**src/rtl/coin_sprite_renderer.sv**
```systemverilog
// ============================================================================
// Module   : coin_sprite_renderer
// Purpose  : Turns the coin animation frame index into per-pixel coin sprite
//            output. Latches the frame index on frame_clk rising edges, holds
//            a writable table of coin positions, hit-tests DrawX/DrawY against
//            it, and drives sprite ROM addresses and palette output.
// Revision : 1.0  initial release
// ----------------------------------------------------------------------------
// Ports
//   Clk          in   pixel clock
//   Reset        in   asynchronous active-high reset
//   frame_clk    in   frame-rate level, synchronous to Clk
//   COINSIGNAL   in   2-bit animation frame index
//   DrawX/DrawY  in   current pixel coordinates
//   coin_we      in   write table entry coin_idx with {coin_x, coin_y}
//   coin_clr     in   mark entry coin_idx collected
//   coin_idx     in   table index for coin_we / coin_clr
//   coin_x/y     in   top-left corner for a write
//   rom_data     in   palette index returned by the sprite ROM
//   rom_addr     out  sprite ROM address (2 cycles after DrawX/DrawY)
//   coin_on      out  opaque coin pixel (3 cycles after DrawX/DrawY)
//   coin_color   out  palette index, 0 when coin_on=0
//   collected    out  saturating count of collected coins
// Optional feature
//   COIN_BOB_EN  when defined, coins bob by one pixel vertically, the bob bit
//                toggling on each frame edge seen while frame_q==3.
// ============================================================================
`default_nettype none

module coin_sprite_renderer #(
  parameter int NUM_COINS = 4,
  parameter int COIN_W    = 16,
  parameter int COIN_H    = 16,
  parameter int ADDR_W    = 10
) (
  input  logic              Clk,
  input  logic              Reset,
  input  logic              frame_clk,
  input  logic [1:0]        COINSIGNAL,
  input  logic [9:0]        DrawX,
  input  logic [9:0]        DrawY,
  input  logic              coin_we,
  input  logic              coin_clr,
  input  logic [2:0]        coin_idx,
  input  logic [9:0]        coin_x,
  input  logic [9:0]        coin_y,
  input  logic [3:0]        rom_data,
  output logic [ADDR_W-1:0] rom_addr,
  output logic              coin_on,
  output logic [3:0]        coin_color,
  output logic [7:0]        collected
);

  localparam int XW = $clog2(COIN_W);
  localparam int YW = $clog2(COIN_H);

  // --------------------------------------------------------------------------
  // Frame latch: frame index only changes on a frame_clk rising edge so that
  // COINSIGNAL moving mid-frame cannot tear the sprite.
  // --------------------------------------------------------------------------
  logic       frame_prev;
  logic [1:0] frame_q;
  logic       frame_rise;

  assign frame_rise = frame_clk & ~frame_prev;

  always_ff @(posedge Clk or posedge Reset) begin
    if (Reset) begin
      frame_prev <= 1'b0;
      frame_q    <= 2'd0;
    end else begin
      frame_prev <= frame_clk;
      if (frame_rise) frame_q <= COINSIGNAL;
    end
  end

`ifdef COIN_BOB_EN
  logic bob;

  always_ff @(posedge Clk or posedge Reset) begin
    if (Reset)                            bob <= 1'b0;
    else if (frame_rise && frame_q == 2'd3) bob <= ~bob;
  end
`endif

  // --------------------------------------------------------------------------
  // Coin table
  // --------------------------------------------------------------------------
  logic [9:0]           tab_x [NUM_COINS];
  logic [9:0]           tab_y [NUM_COINS];
  logic [NUM_COINS-1:0] tab_act;
  logic                 idx_ok;
  logic                 clr_hit;
  logic                 clr_count;

  assign idx_ok = (int'(coin_idx) < NUM_COINS);

  always_comb begin
    clr_hit = 1'b0;
    for (int i = 0; i < NUM_COINS; i++) begin
      if (coin_idx == 3'(i) && tab_act[i]) clr_hit = 1'b1;
    end
  end

  // There is a single coin_idx, so a simultaneous write and clear always
  // target the same entry; the write wins and nothing is counted.
  assign clr_count = coin_clr && !coin_we && idx_ok && clr_hit;

  always_ff @(posedge Clk or posedge Reset) begin
    if (Reset) begin
      tab_act   <= '0;
      collected <= 8'd0;
      for (int i = 0; i < NUM_COINS; i++) begin
        tab_x[i] <= 10'd0;
        tab_y[i] <= 10'd0;
      end
    end else begin
      for (int i = 0; i < NUM_COINS; i++) begin
        if (idx_ok && coin_idx == 3'(i)) begin
          if (coin_we) begin
            tab_x[i]   <= coin_x;
            tab_y[i]   <= coin_y;
            tab_act[i] <= 1'b1;
          end else if (coin_clr) begin
            tab_act[i] <= 1'b0;
          end
        end
      end
      if (clr_count && collected != 8'hFF) collected <= collected + 8'd1;
    end
  end

  // --------------------------------------------------------------------------
  // S1: register pixel coordinates
  // --------------------------------------------------------------------------
  logic [9:0] x1;
  logic [9:0] y1;
  logic       v1;

  always_ff @(posedge Clk or posedge Reset) begin
    if (Reset) begin
      x1 <= 10'd0;
      y1 <= 10'd0;
      v1 <= 1'b0;
    end else begin
      x1 <= DrawX;
      y1 <= DrawY;
      v1 <= 1'b1;
    end
  end

  // --------------------------------------------------------------------------
  // S2: per-entry hit test. Bounds use 11 bits so cx+COIN_W-1 never wraps
  // back onto the left edge of the screen.
  // --------------------------------------------------------------------------
  logic [NUM_COINS-1:0] ent_hit;
  logic [XW-1:0]        ent_dx [NUM_COINS];
  logic [YW-1:0]        ent_dy [NUM_COINS];

  for (genvar g = 0; g < NUM_COINS; g++) begin : g_hit
    logic [10:0] cx_e;
    logic [10:0] cy_e;
    logic [10:0] px;
    logic [10:0] py;

`ifdef COIN_BOB_EN
    assign cy_e = {1'b0, tab_y[g]} + {10'd0, bob};
`else
    assign cy_e = {1'b0, tab_y[g]};
`endif
    assign cx_e = {1'b0, tab_x[g]};
    assign px   = {1'b0, x1};
    assign py   = {1'b0, y1};

    assign ent_hit[g] = tab_act[g]
                      && (px >= cx_e) && (px <= cx_e + 11'(COIN_W - 1))
                      && (py >= cy_e) && (py <= cy_e + 11'(COIN_H - 1));

    // Only the low bits of the offset are needed; inside a hit the offset is
    // already below COIN_W / COIN_H, so truncated subtraction is exact.
    assign ent_dx[g] = x1[XW-1:0] - cx_e[XW-1:0];
    assign ent_dy[g] = y1[YW-1:0] - cy_e[YW-1:0];
  end

  logic          hit_n;
  logic [XW-1:0] sel_dx;
  logic [YW-1:0] sel_dy;

  // Scan from the top down so the lowest matching index is the last to land.
  always_comb begin
    hit_n  = 1'b0;
    sel_dx = '0;
    sel_dy = '0;
    for (int i = NUM_COINS - 1; i >= 0; i--) begin
      if (ent_hit[i]) begin
        hit_n  = 1'b1;
        sel_dx = ent_dx[i];
        sel_dy = ent_dy[i];
      end
    end
    hit_n = hit_n & v1;
  end

  logic hit2;

  // With power-of-two sprite dimensions the address
  // frame*W*H + dy*W + dx is a plain concatenation.
  always_ff @(posedge Clk or posedge Reset) begin
    if (Reset) begin
      rom_addr <= '0;
      hit2     <= 1'b0;
    end else begin
      hit2     <= hit_n;
      rom_addr <= hit_n ? ADDR_W'({frame_q, sel_dy, sel_dx}) : '0;
    end
  end

  // --------------------------------------------------------------------------
  // S3: transparency (palette index 0) and colour output
  // --------------------------------------------------------------------------
  always_ff @(posedge Clk or posedge Reset) begin
    if (Reset) begin
      coin_on    <= 1'b0;
      coin_color <= 4'd0;
    end else begin
      coin_on    <= hit2 && (rom_data != 4'd0);
      coin_color <= (hit2 && rom_data != 4'd0) ? rom_data : 4'd0;
    end
  end

endmodule

`default_nettype wire

```
**config.mk**
```make
export PLATFORM = sky130hd
export DESIGN_NAME = coin_sprite_renderer
export DESIGN_NICKNAME = d
export VERILOG_FILES = /design/src/rtl/coin_sprite_renderer.sv
export SDC_FILE = /design/constraint.sdc
export NUM_CORES = 1
export LEC_CHECK = 0
export ABC_AREA = 1
export CAP_MARGIN = 0
export CORE_MARGIN = 10
export CORE_UTILIZATION = 45
export CTS_BUF_LIST = sky130_fd_sc_hd__clkbuf_16
export DETAILED_ROUTE_END_ITERATION = 12
export GPL_ROUTABILITY_DRIVEN = 1
export HOLD_SLACK_MARGIN = 0.12
export PLACE_DENSITY = 0.72
export SKIP_CTS_REPAIR_TIMING = 1
export SLEW_MARGIN = 0
export SYNTH_ARGS = -nofsm -noshare
export SYNTH_HDL_FRONTEND = slang
export SYNTH_SLANG_ARGS = --single-unit
```
**constraint.sdc**
```tcl
create_clock -name Clk -period 10.1 [get_ports Clk]
set_clock_uncertainty 0.2 [all_clocks]
set_input_delay 1.515 -clock Clk [delete_from_list [all_inputs] [get_ports Clk]]
set_output_delay 1.515 -clock Clk [all_outputs]
set_load 0.01 [all_outputs]
```
==> impl_metrics.py <==
metrics = {
    "run_status": {
        "run_status": "finished, final reports clean",
    },
    "setup_path": {
        "critical_path.max_fanout": 41,
        "critical_path_arrival_ns": 3.74,
        "crit_path_top_delay_cell": "sky130_fd_sc_hd__nand2_1",
        "worst_path_required_ns": 10.22,
        "worstPathCellList": "clkdlybuf4s50_1 > inv_1 > nor4_1 > nand2_1 > o21ai_0",
        "critical_path.startpoint_type": "primary input",
        "path_delay_family": "simple AND/OR/NAND/NOR gates",
        "r2r_setup_slack_ns": 6.71,
        "r2r.worst_path.cells": 17,
        "critical_path.n_buffers_inverters": 2,
        "critical_path_type": "primary input to register",
        "critical_path.max_stage_delay_ns": 0.79,
        "timing.critical_path.depth": 5,
        "worst_setup_path_end_kind": "register",
    },
    "route": {
        "dr.pass1.iters": 5,
        "detail-route-antenna-nets": 0,
        "routed_wirelength_mm": 27.74,
        "dr_total_vias": 9297,
        "route.detailed.wl_per_inst_um": 14.98,
        "initial_drc_count": 677,
        "viasPerCell": 5.020,
        "route.detailed.drc": 0,
    },
    "logic_synthesis": {
        "synthesis.area_per_instance_um2": 7.558,
        "ys_async_sr_fraction_pct": 100.0,
        "ys_seq_area_share_pct": 30.33,
        "synth_cell_type_count": 39,
        "ys.warnings.count": 0,
        "netlist_instances": 1441,
        "yosys_most_used_dff": "sky130_fd_sc_hd__dfrtp_1",
        "postSynthRegisterBits": 132,
        "syn-cell-area_um2": 10890,
        "syn-num-nets": 1672,
        "synth_edf_count": 0,
    },
    "run": {
        "maxCapViolations": 0,
    },
    "sta": {
        "setup-tns-final_ns": 0,
        "max_slew_margin_pct": 19.41,
        "hold_viol_final": 0,
        "worst_slew_pin_slew_ns": 1.206,
        "timing.final.max_slew_violations": 0,
        "finalCritPeriodShare_pct": 35.85,
        "finalHoldWorstSlack_ns": 0.2836,
        "rsz0062_at_grt": "no",
        "finalSetupViolCount": 0,
        "final.min_clock_period_ns": 3.620,
        "fmaxAchievable_mhz": 276.2,
    },
    "power_and_ir_drop": {
        "intPower_mw": 1.334,
        "comb_power_share_pct": 41.4,
        "sw_frac_of_total_pct": 40.81,
        "vdd_ir_drop_max_uv": 108.7,
        "share_clk_of_total_power_pct": 26.8,
        "share_seq_of_total_power_pct": 31.8,
        "power_per_cell_area_nw_per_um2": 179.7,
        "power.leakage_nw": 6.483,
        "switching_power_mw": 0.9199,
    },
    "global_routing": {
        "first_global_vias": 9215,
        "initial_antenna_violation_count": 0,
        "grt_remaining_overflow": 0,
        "grt_pass1_wl_mm": 46.44,
        "grt_util_all_layers_pct": 18.47,
        "largest_net_degree_at_the_start_of_global_routing": 80,
    },
    "hold_path": {
        "hold_path.class": "register to register",
        "min_path_cells": 2,
    },
    "floorplan": {
        "fp.dieArea_um2": 30830,
        "floorplan.initialDensity_pct": 46.13,
        "core_area_um2": 23610,
        "floorplan.die.width_um": 175.6,
        "num_rows": 56,
        "die-height_um": 175.6,
        "num_io_pins": 77,
    },
    "cells_and_area": {
        "finish.utilization_pct": 53.13,
        "final_cell_mix": "388 x sky130_fd_sc_hd__nand2_1, 227 x sky130_fd_sc_hd__inv_1, 169 x sky130_fd_sc_hd__ha_1",
        "diodes": 0,
        "syn2layout_area_growth_pct": 15.19,
        "layout.nets": 1751,
        "drive_gt1_share_pct": 5.414,
        "post_layout_nonfiller_instances": 1852,
        "leading_cell_type_in_the_layout_fill_and_taps_excluded": "sky130_fd_sc_hd__nand2_1",
    },
    "placed_design": {
        "hpwl_after_dpl_mm": 21.15,
        "gp_congestion": 0.8610,
        "placedCellCount": 1820,
        "placement.io_buffers": 76,
    },
    "clock_network": {
        "path_clk_slew_ns": 0.06,
        "clk_root_buffer_cell": "sky130_fd_sc_hd__clkbuf_16",
        "cts.sink_count": 132,
        "htree_num_levels": 4,
        "worst_skew_pair.late_latency_ns": 0.43,
        "max-clock-path-buffers": 2,
        "cts_tree": "yes",
        "cts_inserted_buffers": 17,
    },
}
-- through the flow --
stage / setup WS (ns) / power, mW / instance area (um2)
2_1_floorplan: 4.859 / 1.392 / 10890
3_3_place_gp: 6.196 / 1.606 / 11990
3_5_place_dp: 6.098 / 1.644 / 11990
4_1_cts: 6.546 / 2.254 / 12550
5_1_grt: 6.170 / 2.452 / 12550
6_report: 6.480 / 2.254 / 12550
-- final cells by class --
type                    count  area, um2
clock buffers              17      425.4
clock inverters            15      131.4
fillers                  2192      11070
inverters                 233      879.6
multi-input cells        1057       6624
flip-flops and latches    132       3303
well taps                 319      399.1
repair buffers             79      783.3
-- worst paths after layout --
path,from,to
hold reg to reg,frame_q[0],rom_addr[8]
setup / recovery,coin_idx[1],g_hit[2].cy_e[5]
min in group asynchronous,Reset,g_hit[3].cx_e[6]
max in group asynchronous,Reset,g_hit[3].cy_e[0]
hold / removal,frame_q[0],rom_addr[8]
setup reg to reg,g_hit[0].cy_e[0],rom_addr[7]
-- routing by layer --
layer  part of all wire, %  routed length [um]  vias up  global-route usage [%]
met3                   5.4                1504       30                   3.195
li1                      -                   -     4773                       -
met5                     0                   0        -                       0
met1                    49               13670     4245                   25.52
met2                    44               12070      249                   28.93
met4                   1.8                 495        0                   5.298
-- power groups by stage --
stage | sequential [mW] | combinational, mW | clock (mW)
final | 0.716 | 0.934 | 0.605
after global routing | 0.728 | 1.09 | 0.638
after CTS | 0.713 | 0.932 | 0.610
after detailed placement | 0.720 | 0.923 | 0
after global placement | 0.720 | 0.887 | 0
after floorplan | 0.693 | 0.699 | 0
-- worst min-delay path: cells and delay by family, from the launching register on --
kind	cells	cell delay, ns
DFF	1	0.32
and+or+nand+nor	1	0.08
buffers and inverters	1	0.04
-- cell families (layout without fill, tap and decap cells) --
logic type / count (synthesis) / in the layout / share of synthesized area [%]
fa+ha+maj: 177 / 177 / 20.88
other cells: 1 / 1 / 0.03443
compound gates: 187 / 187 / 9.363
simple gates: 622 / 622 / 24.91
buf+inv: 252 / 344 / 8.857
flops: 132 / 132 / 30.33
xor+xnor: 70 / 70 / 5.629
-- sequential cells by signal (all words and copies together), names as in the netlist --
register	flops
g_hit.cy_e	40
x1	10
hit2	1
coin_color	4
g_hit.cx_e	40
tab_act	4
y1	10
v1	1
collected	8
coin_on	1
rom_addr	10
frame_q	2
frame_prev	1
-- synthesized netlist by cell type, types with 2 or more instances --
cell / n / share of area [%]
sky130_fd_sc_hd__dfrtp_1: 132 / 30
sky130_fd_sc_hd__nand2_1: 388 / 13
sky130_fd_sc_hd__nand3_1: 60 / 2.8
sky130_fd_sc_hd__o21ai_1: 4 / 0.18
sky130_fd_sc_hd__and3_1: 3 / 0.17
sky130_fd_sc_hd__nor2_1: 95 / 3.3
sky130_fd_sc_hd__nor4_1: 3 / 0.17
sky130_fd_sc_hd__fa_1: 8 / 1.5
sky130_fd_sc_hd__xor2_1: 45 / 3.6
sky130_fd_sc_hd__nor3_1: 7 / 0.32
sky130_fd_sc_hd__ha_1: 169 / 19
sky130_fd_sc_hd__inv_1: 227 / 7.8
sky130_fd_sc_hd__nand4_1: 23 / 1.3
sky130_fd_sc_hd__a21oi_1: 59 / 2.7
sky130_fd_sc_hd__buf_6: 2 / 0.21
sky130_fd_sc_hd__a21o_1: 12 / 0.83
sky130_fd_sc_hd__nor2_4: 5 / 0.52
sky130_fd_sc_hd__nand3_2: 13 / 1.2
sky130_fd_sc_hd__or3_1: 2 / 0.11
sky130_fd_sc_hd__o21a_1: 4 / 0.28
sky130_fd_sc_hd__xnor2_1: 25 / 2.0
sky130_fd_sc_hd__clkbuf_1: 16 / 0.55
sky130_fd_sc_hd__nor2_2: 7 / 0.40
sky130_fd_sc_hd__nand2_2: 7 / 0.40
sky130_fd_sc_hd__a21oi_2: 7 / 0.56
sky130_fd_sc_hd__o21ai_0: 97 / 4.5
sky130_fd_sc_hd__nand3b_1: 4 / 0.28
sky130_fd_sc_hd__inv_2: 6 / 0.21
Note: power is estimated with default switching activity, not from simulation.
